<file path="src/rtl/fp_class_pkg.sv">
// Shared constants for the floating-point classifier pipeline.
// No logic; flag bit positions, counter indices and exponent bias helper.
// Imported by fp_class_lane and fp_class_pipe.
package fp_class_pkg;

  // One-hot class flag vector {snan,qnan,zero,inf,sub,norm}
  localparam int FLAG_WIDTH = 6;
  localparam int FLAG_SNAN  = 5;
  localparam int FLAG_QNAN  = 4;
  localparam int FLAG_ZERO  = 3;
  localparam int FLAG_INF   = 2;
  localparam int FLAG_SUB   = 1;
  localparam int FLAG_NORM  = 0;

  // Statistics counter slots
  localparam int NUM_CNT  = 4;
  localparam int CNT_NAN  = 0;
  localparam int CNT_INF  = 1;
  localparam int CNT_ZERO = 2;
  localparam int CNT_SUB  = 3;

  // IEEE-style exponent bias for an exponent field of the given width
  function automatic int fp_bias(input int exp_width);
    return (1 << (exp_width - 1)) - 1;
  endfunction

endpackage

</file>
<file path="src/rtl/fp_class_lane.sv">
// Single-operand classifier: one-hot class, sign, unbiased exponent, full significand.
// Latency: purely combinational.
// Backpressure: none; the caller registers the result.
module fp_class_lane
  import fp_class_pkg::*;
#(
  parameter int EXP_WIDTH = 8,
  parameter int SIG_WIDTH = 7
) (
  input  logic [EXP_WIDTH+SIG_WIDTH:0] i_num,
  output logic [FLAG_WIDTH-1:0]        o_flag,
  output logic                         o_sign,
  output logic [EXP_WIDTH:0]           o_exp,
  output logic [SIG_WIDTH:0]           o_sig
);

  localparam int                 BIAS_I = fp_bias(EXP_WIDTH);
  localparam logic [EXP_WIDTH:0] BIAS   = (EXP_WIDTH+1)'(BIAS_I);
  localparam logic [EXP_WIDTH:0] ONE    = (EXP_WIDTH+1)'(1);

  logic [EXP_WIDTH-1:0] raw_exp;
  logic [SIG_WIDTH-1:0] raw_sig;
  logic                 exp_ones;
  logic                 exp_zero;
  logic                 sig_zero;

  assign o_sign   = i_num[EXP_WIDTH+SIG_WIDTH];
  assign raw_exp  = i_num[SIG_WIDTH +: EXP_WIDTH];
  assign raw_sig  = i_num[SIG_WIDTH-1:0];
  assign exp_ones = &raw_exp;
  assign exp_zero = ~|raw_exp;
  assign sig_zero = ~|raw_sig;

  // Decode class; subnormals and zeros share the minimum exponent 1-BIAS
  always_comb begin
    o_flag = '0;
    o_exp  = {1'b0, raw_exp} - BIAS;
    o_sig  = {1'b0, raw_sig};
    if (exp_ones) begin
      if (sig_zero) begin
        o_flag[FLAG_INF] = 1'b1;
      end else if (raw_sig[SIG_WIDTH-1]) begin
        o_flag[FLAG_QNAN] = 1'b1;
      end else begin
        o_flag[FLAG_SNAN] = 1'b1;
      end
    end else if (exp_zero) begin
      o_exp = ONE - BIAS;
      if (sig_zero) begin
        o_flag[FLAG_ZERO] = 1'b1;
      end else begin
        o_flag[FLAG_SUB] = 1'b1;
      end
    end else begin
      o_flag[FLAG_NORM] = 1'b1;
      o_sig             = {1'b1, raw_sig};
    end
  end

endmodule

</file>
<file path="src/rtl/fp_class_pipe.sv">
// Multi-lane FP classifier with per-class saturating lane statistics.
// Latency: 1 cycle from accepted input beat to o_valid.
// Backpressure: output reg + skid reg; registered o_ready drops only while skid is occupied.
module fp_class_pipe
  import fp_class_pkg::*;
#(
  parameter int EXP_WIDTH = 8,
  parameter int SIG_WIDTH = 7,
  parameter int LANES     = 4,
  parameter int CNT_WIDTH = 16,
  localparam int NUM_WIDTH = 1 + EXP_WIDTH + SIG_WIDTH
) (
  input  logic                            i_clk,
  input  logic                            i_rst_n,
  input  logic                            i_valid,
  output logic                            o_ready,
  input  logic [LANES*NUM_WIDTH-1:0]      i_data,
  output logic                            o_valid,
  input  logic                            i_ready,
  output logic [LANES*FLAG_WIDTH-1:0]     o_flag,
  output logic [LANES-1:0]                o_sign,
  output logic [LANES*(EXP_WIDTH+1)-1:0]  o_exp,
  output logic [LANES*(SIG_WIDTH+1)-1:0]  o_sig,
  input  logic                            i_cnt_clr,
  output logic [CNT_WIDTH-1:0]            o_cnt_nan,
  output logic [CNT_WIDTH-1:0]            o_cnt_inf,
  output logic [CNT_WIDTH-1:0]            o_cnt_zero,
  output logic [CNT_WIDTH-1:0]            o_cnt_sub
);

  localparam int EW1   = EXP_WIDTH + 1;
  localparam int SW1   = SIG_WIDTH + 1;
  localparam int PAY_W = LANES * (FLAG_WIDTH + 1 + EW1 + SW1);
  localparam int PCW   = $clog2(LANES + 1);
  localparam int SUMW  = ((CNT_WIDTH > PCW) ? CNT_WIDTH : PCW) + 1;
  localparam logic [CNT_WIDTH-1:0] CNT_MAX = '1;

  // Combinational per-lane decode of the incoming beat
  logic [LANES*FLAG_WIDTH-1:0] dec_flag;
  logic [LANES-1:0]            dec_sign;
  logic [LANES*EW1-1:0]        dec_exp;
  logic [LANES*SW1-1:0]        dec_sig;
  logic [PAY_W-1:0]            pay_in;

  for (genvar l = 0; l < LANES; l++) begin : g_lane
    fp_class_lane #(
      .EXP_WIDTH (EXP_WIDTH),
      .SIG_WIDTH (SIG_WIDTH)
    ) u_lane (
      .i_num  (i_data[l*NUM_WIDTH +: NUM_WIDTH]),
      .o_flag (dec_flag[l*FLAG_WIDTH +: FLAG_WIDTH]),
      .o_sign (dec_sign[l]),
      .o_exp  (dec_exp[l*EW1 +: EW1]),
      .o_sig  (dec_sig[l*SW1 +: SW1])
    );
  end

  assign pay_in = {dec_sig, dec_exp, dec_sign, dec_flag};

  // Handshake state: output entry, skid entry, registered ready
  logic [PAY_W-1:0] out_q, out_d;
  logic             out_vld_q, out_vld_d;
  logic [PAY_W-1:0] skid_q, skid_d;
  logic             skid_vld_q, skid_vld_d;
  logic             rdy_q, rdy_d;
  logic             accept;
  logic             pop;

  assign accept = i_valid & rdy_q;
  assign pop    = out_vld_q & i_ready;

  // Next state of the two-entry buffer; skid drains first so order is kept
  always_comb begin
    out_d      = out_q;
    out_vld_d  = out_vld_q;
    skid_d     = skid_q;
    skid_vld_d = skid_vld_q;
    if (skid_vld_q) begin
      // rdy_q is low here, so no accept can coincide with a full skid
      if (pop) begin
        out_d      = skid_q;
        skid_vld_d = 1'b0;
      end
    end else if (accept) begin
      if (!out_vld_q || pop) begin
        out_d     = pay_in;
        out_vld_d = 1'b1;
      end else begin
        skid_d     = pay_in;
        skid_vld_d = 1'b1;
      end
    end else if (pop) begin
      out_vld_d = 1'b0;
    end
    rdy_d = ~skid_vld_d;
  end

  // Buffer registers; ready comes up on the first edge after reset release
  always_ff @(posedge i_clk or negedge i_rst_n) begin
    if (!i_rst_n) begin
      out_q      <= '0;
      out_vld_q  <= 1'b0;
      skid_q     <= '0;
      skid_vld_q <= 1'b0;
      rdy_q      <= 1'b0;
    end else begin
      out_q      <= out_d;
      out_vld_q  <= out_vld_d;
      skid_q     <= skid_d;
      skid_vld_q <= skid_vld_d;
      rdy_q      <= rdy_d;
    end
  end

  assign o_ready = rdy_q;
  assign o_valid = out_vld_q;
  assign {o_sig, o_exp, o_sign, o_flag} = out_q;

  // Per-class lane population of the incoming beat (nan counts both kinds)
  logic [PCW-1:0] pc [NUM_CNT];

  always_comb begin
    for (int c = 0; c < NUM_CNT; c++) begin
      pc[c] = '0;
    end
    for (int l = 0; l < LANES; l++) begin
      pc[CNT_NAN]  = pc[CNT_NAN]  + PCW'(dec_flag[l*FLAG_WIDTH+FLAG_SNAN] |
                                         dec_flag[l*FLAG_WIDTH+FLAG_QNAN]);
      pc[CNT_INF]  = pc[CNT_INF]  + PCW'(dec_flag[l*FLAG_WIDTH+FLAG_INF]);
      pc[CNT_ZERO] = pc[CNT_ZERO] + PCW'(dec_flag[l*FLAG_WIDTH+FLAG_ZERO]);
      pc[CNT_SUB]  = pc[CNT_SUB]  + PCW'(dec_flag[l*FLAG_WIDTH+FLAG_SUB]);
    end
  end

  // Counter update: clear first, then add this beat's counts, saturating
  logic [CNT_WIDTH-1:0] cnt_q [NUM_CNT];
  logic [CNT_WIDTH-1:0] cnt_d [NUM_CNT];
  logic [CNT_WIDTH-1:0] base;
  logic [SUMW-1:0]      sum;

  always_comb begin
    base = '0;
    sum  = '0;
    for (int c = 0; c < NUM_CNT; c++) begin
      base     = i_cnt_clr ? '0 : cnt_q[c];
      sum      = SUMW'(base) + SUMW'(pc[c]);
      cnt_d[c] = base;
      if (accept) begin
        cnt_d[c] = (sum > SUMW'(CNT_MAX)) ? CNT_MAX : sum[CNT_WIDTH-1:0];
      end
    end
  end

  // Counter registers, independent of output backpressure
  always_ff @(posedge i_clk or negedge i_rst_n) begin
    if (!i_rst_n) begin
      for (int c = 0; c < NUM_CNT; c++) begin
        cnt_q[c] <= '0;
      end
    end else begin
      for (int c = 0; c < NUM_CNT; c++) begin
        cnt_q[c] <= cnt_d[c];
      end
    end
  end

  assign o_cnt_nan  = cnt_q[CNT_NAN];
  assign o_cnt_inf  = cnt_q[CNT_INF];
  assign o_cnt_zero = cnt_q[CNT_ZERO];
  assign o_cnt_sub  = cnt_q[CNT_SUB];

endmodule

</file>
<file path="config.mk">
export PLATFORM = sky130hd
export DESIGN_NAME = fp_class_pipe
export DESIGN_NICKNAME = d
export VERILOG_FILES = /design/src/rtl/fp_class_pkg.sv /design/src/rtl/fp_class_lane.sv /design/src/rtl/fp_class_pipe.sv
export SDC_FILE = /design/constraint.sdc
export NUM_CORES = 1
export LEC_CHECK = 0
export CAP_MARGIN = 20
export CELL_PAD_IN_SITES_DETAIL_PLACEMENT = 1
export CELL_PAD_IN_SITES_GLOBAL_PLACEMENT = 1
export CORE_MARGIN = 5
export CORE_UTILIZATION = 30
export CTS_CLUSTER_SIZE = 12
export DETAILED_ROUTE_END_ITERATION = 12
export PLACE_DENSITY = 0.62
export RECOVER_POWER = 25
export SYNTH_ARGS = -nofsm -noshare
export SYNTH_HDL_FRONTEND = slang
export SYNTH_SLANG_ARGS = --single-unit
export TNS_END_PERCENT = 50
</file>
<file path="constraint.sdc">
create_clock -name i_clk -period 2.9 [get_ports i_clk]
set_clock_uncertainty 0.05 [all_clocks]
set_input_delay 0.29 -clock i_clk [delete_from_list [all_inputs] [get_ports i_clk]]
set_output_delay 0.29 -clock i_clk [all_outputs]
set_load 0.03 [all_outputs]
</file>
==> reports/results.md <==
| Group | Parameter | Reported |
|:---|:---|:---|
| die | Starting Density | 30.2% |
| yosys | Library cell occupying the most area in the post-synthesis netlist | sky130_fd_sc_hd__dfrtp_1 |
| critical path | Number of cells traversed by the worst register-to-register path | 10 |
| outcome | Failing checks | max-capacitance violations, max-slew violations |
| sta | Final hold vios | 0 |
| yosys | Sequential-to-total area share from yosys stat | 51.1% |
| sta | Final Setup Violations | 0 |
| cells and area | Commonest non-fill, non-tap cell in the layout | sky130_fd_sc_hd__dfrtp_1 |
| detailed routing | Vias after detailed routing | 10.4k |
| sta | RSZ-0062 raised after global routing | yes |
| pwr | Total power divided by cell area | 823 nW/um^2 |
| detailed routing | Remaining antenna violation count | 0 |
| critical path | Kind of end point of the critical path | flip-flop |
| yosys | Post-Syn Instances | 1222 |
| die | Chip width | 212 um |
| detailed routing | Aggregate routed wire length | 39700 um |
| sta | Minimum clock period | 2850 ps |
| yosys | Synth Register Bits | 251 |
| pwr | Total Power Consumption | 14.6 mW |
| cts | Clock tree from TritonCTS | done |
| cts | Count of H-tree levels built during CTS | 1 |
| critical path | Worst endpoint required time | 3290 ps |
| pwr | Total leakage power | 7.80 nW |
| yosys | Predominant post-synthesis flop cell | sky130_fd_sc_hd__dfrtp_1 |
| cells and area | Most used cells in the layout excluding fill and tap cells | 250 x sky130_fd_sc_hd__dfrtp_1, 183 x sky130_fd_sc_hd__nand2_1, 178 x sky130_fd_sc_hd__clkdlybuf4s50_1 |
| placed design | DPL Wire Length | 27500 um |
| die | Die area | 45100 um^2 |
| cts | Worst skew pair latency | 560 ps |
| grt | Largest net degree at the start of global routing | 138 |
| sta | Max-slew headroom at the worst pin | -16.0% |
| critical path | Maximum fanout count along the critical path | 3 |
| cts | Count of clock tree sinks | 251 |
| sta | Final-report max-slew violation count | 65 |
| detailed routing | Vias per Instance | 4.85 |
| grt | First-pass GRT wire length | 63500 um |
| critical path | Worst reg2reg path startpoint | o_cnt_nan[0] |
| critical path | R2r setup slk | 630 ps |
| yosys | Mapped Avg Cell Area | 10.1 um^2 |
| worst hold path | Cell depth of the worst min-delay path | 2 |
| pwr | Switching share of power | 37.5% |
| cts | Library cell used as clock root buffer | sky130_fd_sc_hd__clkbuf_16 |
| sta | Setup ws final | 48.8 ps |
| yosys | Number of flops mapped to enable cells by yosys | 0 |
| pwr | Clock network fraction of total power | 25.0% |
| yosys | FFs w/ async S/R, synth | 100% |
| critical path | Data arrival time of the critical path | 3240 ps |
| worst hold path | Sink of the worst hold path | skid_q[64] |
| critical path | Kind of start point of the critical path | input pin |
| detailed routing | Drt first-iter violations | 461 |
| grt | Combined global-route utilization of all metal layers | 17.3% |
| cells and area | Ratio of cells with drive above 1 in the final layout | 24.4% |
| placed design | Number of port buffers | 230 |
| pwr | Worst VDD drop | 0.541 mV |
| cts | Max clock buf depth | 3 |
| die | Vert. Die Dim | 212 um |
| outcome | Run status | complete, but fails checks |
| sta | Highest clock frequency the design can meet | 351 MHz |
| critical path | Worst Path Class, Setup | in -> reg |
| placed design | Final GP Congestion | 0.795 |
| die | Placeable core region | 40600 um^2 |
| yosys | Largest cells by area after synthesis | sky130_fd_sc_hd__dfrtp_1 51%, sky130_fd_sc_hd__nand2_1 5.9%, sky130_fd_sc_hd__o21ai_0 4.8%, sky130_fd_sc_hd__mux2_2 4.2%, sky130_fd_sc_hd__mux2i_1 3.8% |
| cts | Clock buffers created by TritonCTS | 30 |
| cells and area | NumNets Final | 1689 |
| sta | Final period util | 98.3% |
| yosys | Syn_nets | 1315 |
| run | Number of violations of the max-capacitance limit | 1 |
| critical path | Reg2reg end | o_cnt_nan[10] |
| grt | Overflow left after global routing | 0 |
| detailed routing | Detailed Routing Iterations Pass 1 | 4 |
| grt | Number of global-route vias before repair | 11.3k |
| yosys | Total standard cell area after synthesis | 12300 um^2 |
| sta | Slew at the pin closest to its max-slew limit | 1740 ps |
| worst hold path | Hold crit path type | in -> reg |
| pwr | Cell internal pwr | 9.12 mW |
| die | FP Rows | 74 |
| cells and area | Area overhead of the layout relative to synthesis | 44.3% |
| pwr | Switching power | 5.47 mW |
| pwr | Power share of the combinational group | 39.2% |
| cells and area | Inserted Diodes | 0 |
| grt | Antenna violations before repair | 0 |
| cells and area | Layout fillers | 4551 |
| yosys | Post-synth top area share | 51.1% |
| pwr | Sequential group share of total power | 35.8% |
| worst hold path | Min-delay src | i_data[0] |
| yosys | Distinct cell type count of the synthesized netlist | 59 |
| cts | Clock transition at the register clock pins on the worst setup and hold paths after CTS | 60 ps |
| detailed routing | DRC errors left | 0 |
| detailed routing | Average wire per standard cell | 18.5 um |
| critical path | Critical path startpoint | i_data[27] |
| placed design | Worst setup slack after placement | -1000 ps |
| yosys | Count of yosys warnings during synthesis | 0 |
| die | Number of top-level pins | 231 |
[worst max path at each step]
stage,depth (start not counted),to
after detailed placement,15,o_cnt_zero[13]
final,19,out_q[11]
after global placement,17,o_cnt_nan[12]
after global routing,16,o_cnt_sub[3]
after floorplan,15,o_cnt_sub[11]
after CTS,16,o_cnt_sub[11]
[timing repair]
action	in CTS	in global routing
gates resized for setup	127	78
hold endpoints to repair	58	6
pin swaps	33	37
endpoints found under the setup margin	64	60
setup buffers	30	8
hold buffers	1	6
[power groups by stage]
| stage | sequential, mW | clock [mW] | combinational (mW) |
|---|---|---|---|
| 6_report | 5.23 | 3.65 | 5.72 |
| 5_1_grt | 5.37 | 3.93 | 6.22 |
| 4_1_cts | 5.24 | 3.79 | 5.85 |
| 3_5_place_dp | 5.29 | 0 | 5.83 |
| 3_3_place_gp | 5.23 | 0 | 5.71 |
| 2_1_floorplan | 6.26 | 0 | 2.41 |
[layer usage]
layer | part of all wire [%] | global-route usage (%) | wire length [um]
met1 | 46 | 24.1 | 18200
met3 | 5.0 | 3.50 | 1980
met2 | 47 | 28.4 | 18800
met4 | 1.7 | 3.55 | 680
met5 | 0 | 0 | 0
[worst max-delay path, stage by stage]
cell and delay, ps:
sky130_fd_sc_hd__dlygate4sd2_1 320, sky130_fd_sc_hd__nand4_1 240, sky130_fd_sc_hd__nor2_4 260, sky130_fd_sc_hd__nand2_4 70, sky130_fd_sc_hd__buf_4 130, sky130_fd_sc_hd__buf_4 120
sky130_fd_sc_hd__buf_4 120, sky130_fd_sc_hd__buf_4 120, sky130_fd_sc_hd__buf_4 120, sky130_fd_sc_hd__buf_4 120, sky130_fd_sc_hd__buf_4 120, sky130_fd_sc_hd__buf_4 120
sky130_fd_sc_hd__buf_4 120, sky130_fd_sc_hd__buf_4 120, sky130_fd_sc_hd__buf_4 120, sky130_fd_sc_hd__buf_4 120, sky130_fd_sc_hd__buf_4 120, sky130_fd_sc_hd__buf_4 130
sky130_fd_sc_hd__o41ai_1 340
[cell usage after synthesis, types with 12 or more instances]
cell                       count
sky130_fd_sc_hd__o21ai_0     117
sky130_fd_sc_hd__o21a_1       18
sky130_fd_sc_hd__nor3_1       30
sky130_fd_sc_hd__clkbuf_1     42
sky130_fd_sc_hd__a21oi_1      51
sky130_fd_sc_hd__xor2_1       19
sky130_fd_sc_hd__o31ai_1      16
sky130_fd_sc_hd__nor2_1       67
sky130_fd_sc_hd__buf_2        18
sky130_fd_sc_hd__mux2i_1      47
sky130_fd_sc_hd__xnor2_1      38
sky130_fd_sc_hd__nand2_1     194
sky130_fd_sc_hd__nor2b_1      17
sky130_fd_sc_hd__mux2_2       46
sky130_fd_sc_hd__ha_1         12
sky130_fd_sc_hd__nand3_1      38
sky130_fd_sc_hd__and3_1       17
sky130_fd_sc_hd__dfrtp_1     251
sky130_fd_sc_hd__inv_1        32
sky130_fd_sc_hd__fa_1         12
sky130_fd_sc_hd__nand4_1      13
[flip-flops by register name, summed over array words and instances (netlist names)]
register    cells
skid_q         92
o_cnt_sub      16
o_cnt_zero     16
o_cnt_inf      16
out_q          92
o_valid         1
o_cnt_nan      16
o_ready         1
skid_vld_q      1
[metrics by stage]
step	util (%)	cell area (um^2)	TNS [ps]	hold slack [ps]	cells
after global routing	43.6	17700	-26.8	4.79	2148
after detailed placement	40.2	16300	-59240	230	2053
final	43.6	17700	0	1.30	2148
after floorplan	-	12600	-4360	-55.6	1222
after CTS	43.4	17700	0	41.5	2136
after global placement	40.2	16300	-55120	231	2053
[area by class of cell]
cell class / instances / area (um^2) / area share, %
Sequential cell: 251 / 6280 / 35.5
Multi-Input combinational cell: 869 / 6060 / 34.2
Timing Repair Buffer: 412 / 3620 / 20.4
Clock buffer: 50 / 937 / 5.29
Tap cell: 532 / 666 / 3.76
Inverter: 32 / 143 / 0.805
Clock inverter: 2 / 10.0 / 0.0565
[cells by family (layout without fill, tap and decap cells)]
| group | Yosys count | count (layout) | share of synthesized area (%) |
|---|---|---|---|
| mux | 98 | 98 | 8.50 |
| flops | 251 | 251 | 51.1 |
| compound gates | 259 | 259 | 12.4 |
| xor+xnor | 57 | 57 | 4.06 |
| fa+ha+maj | 24 | 24 | 3.18 |
| simple gates | 431 | 431 | 16.9 |
| buf+inv | 102 | 496 | 3.79 |
(Power assumes the default switching activity.)
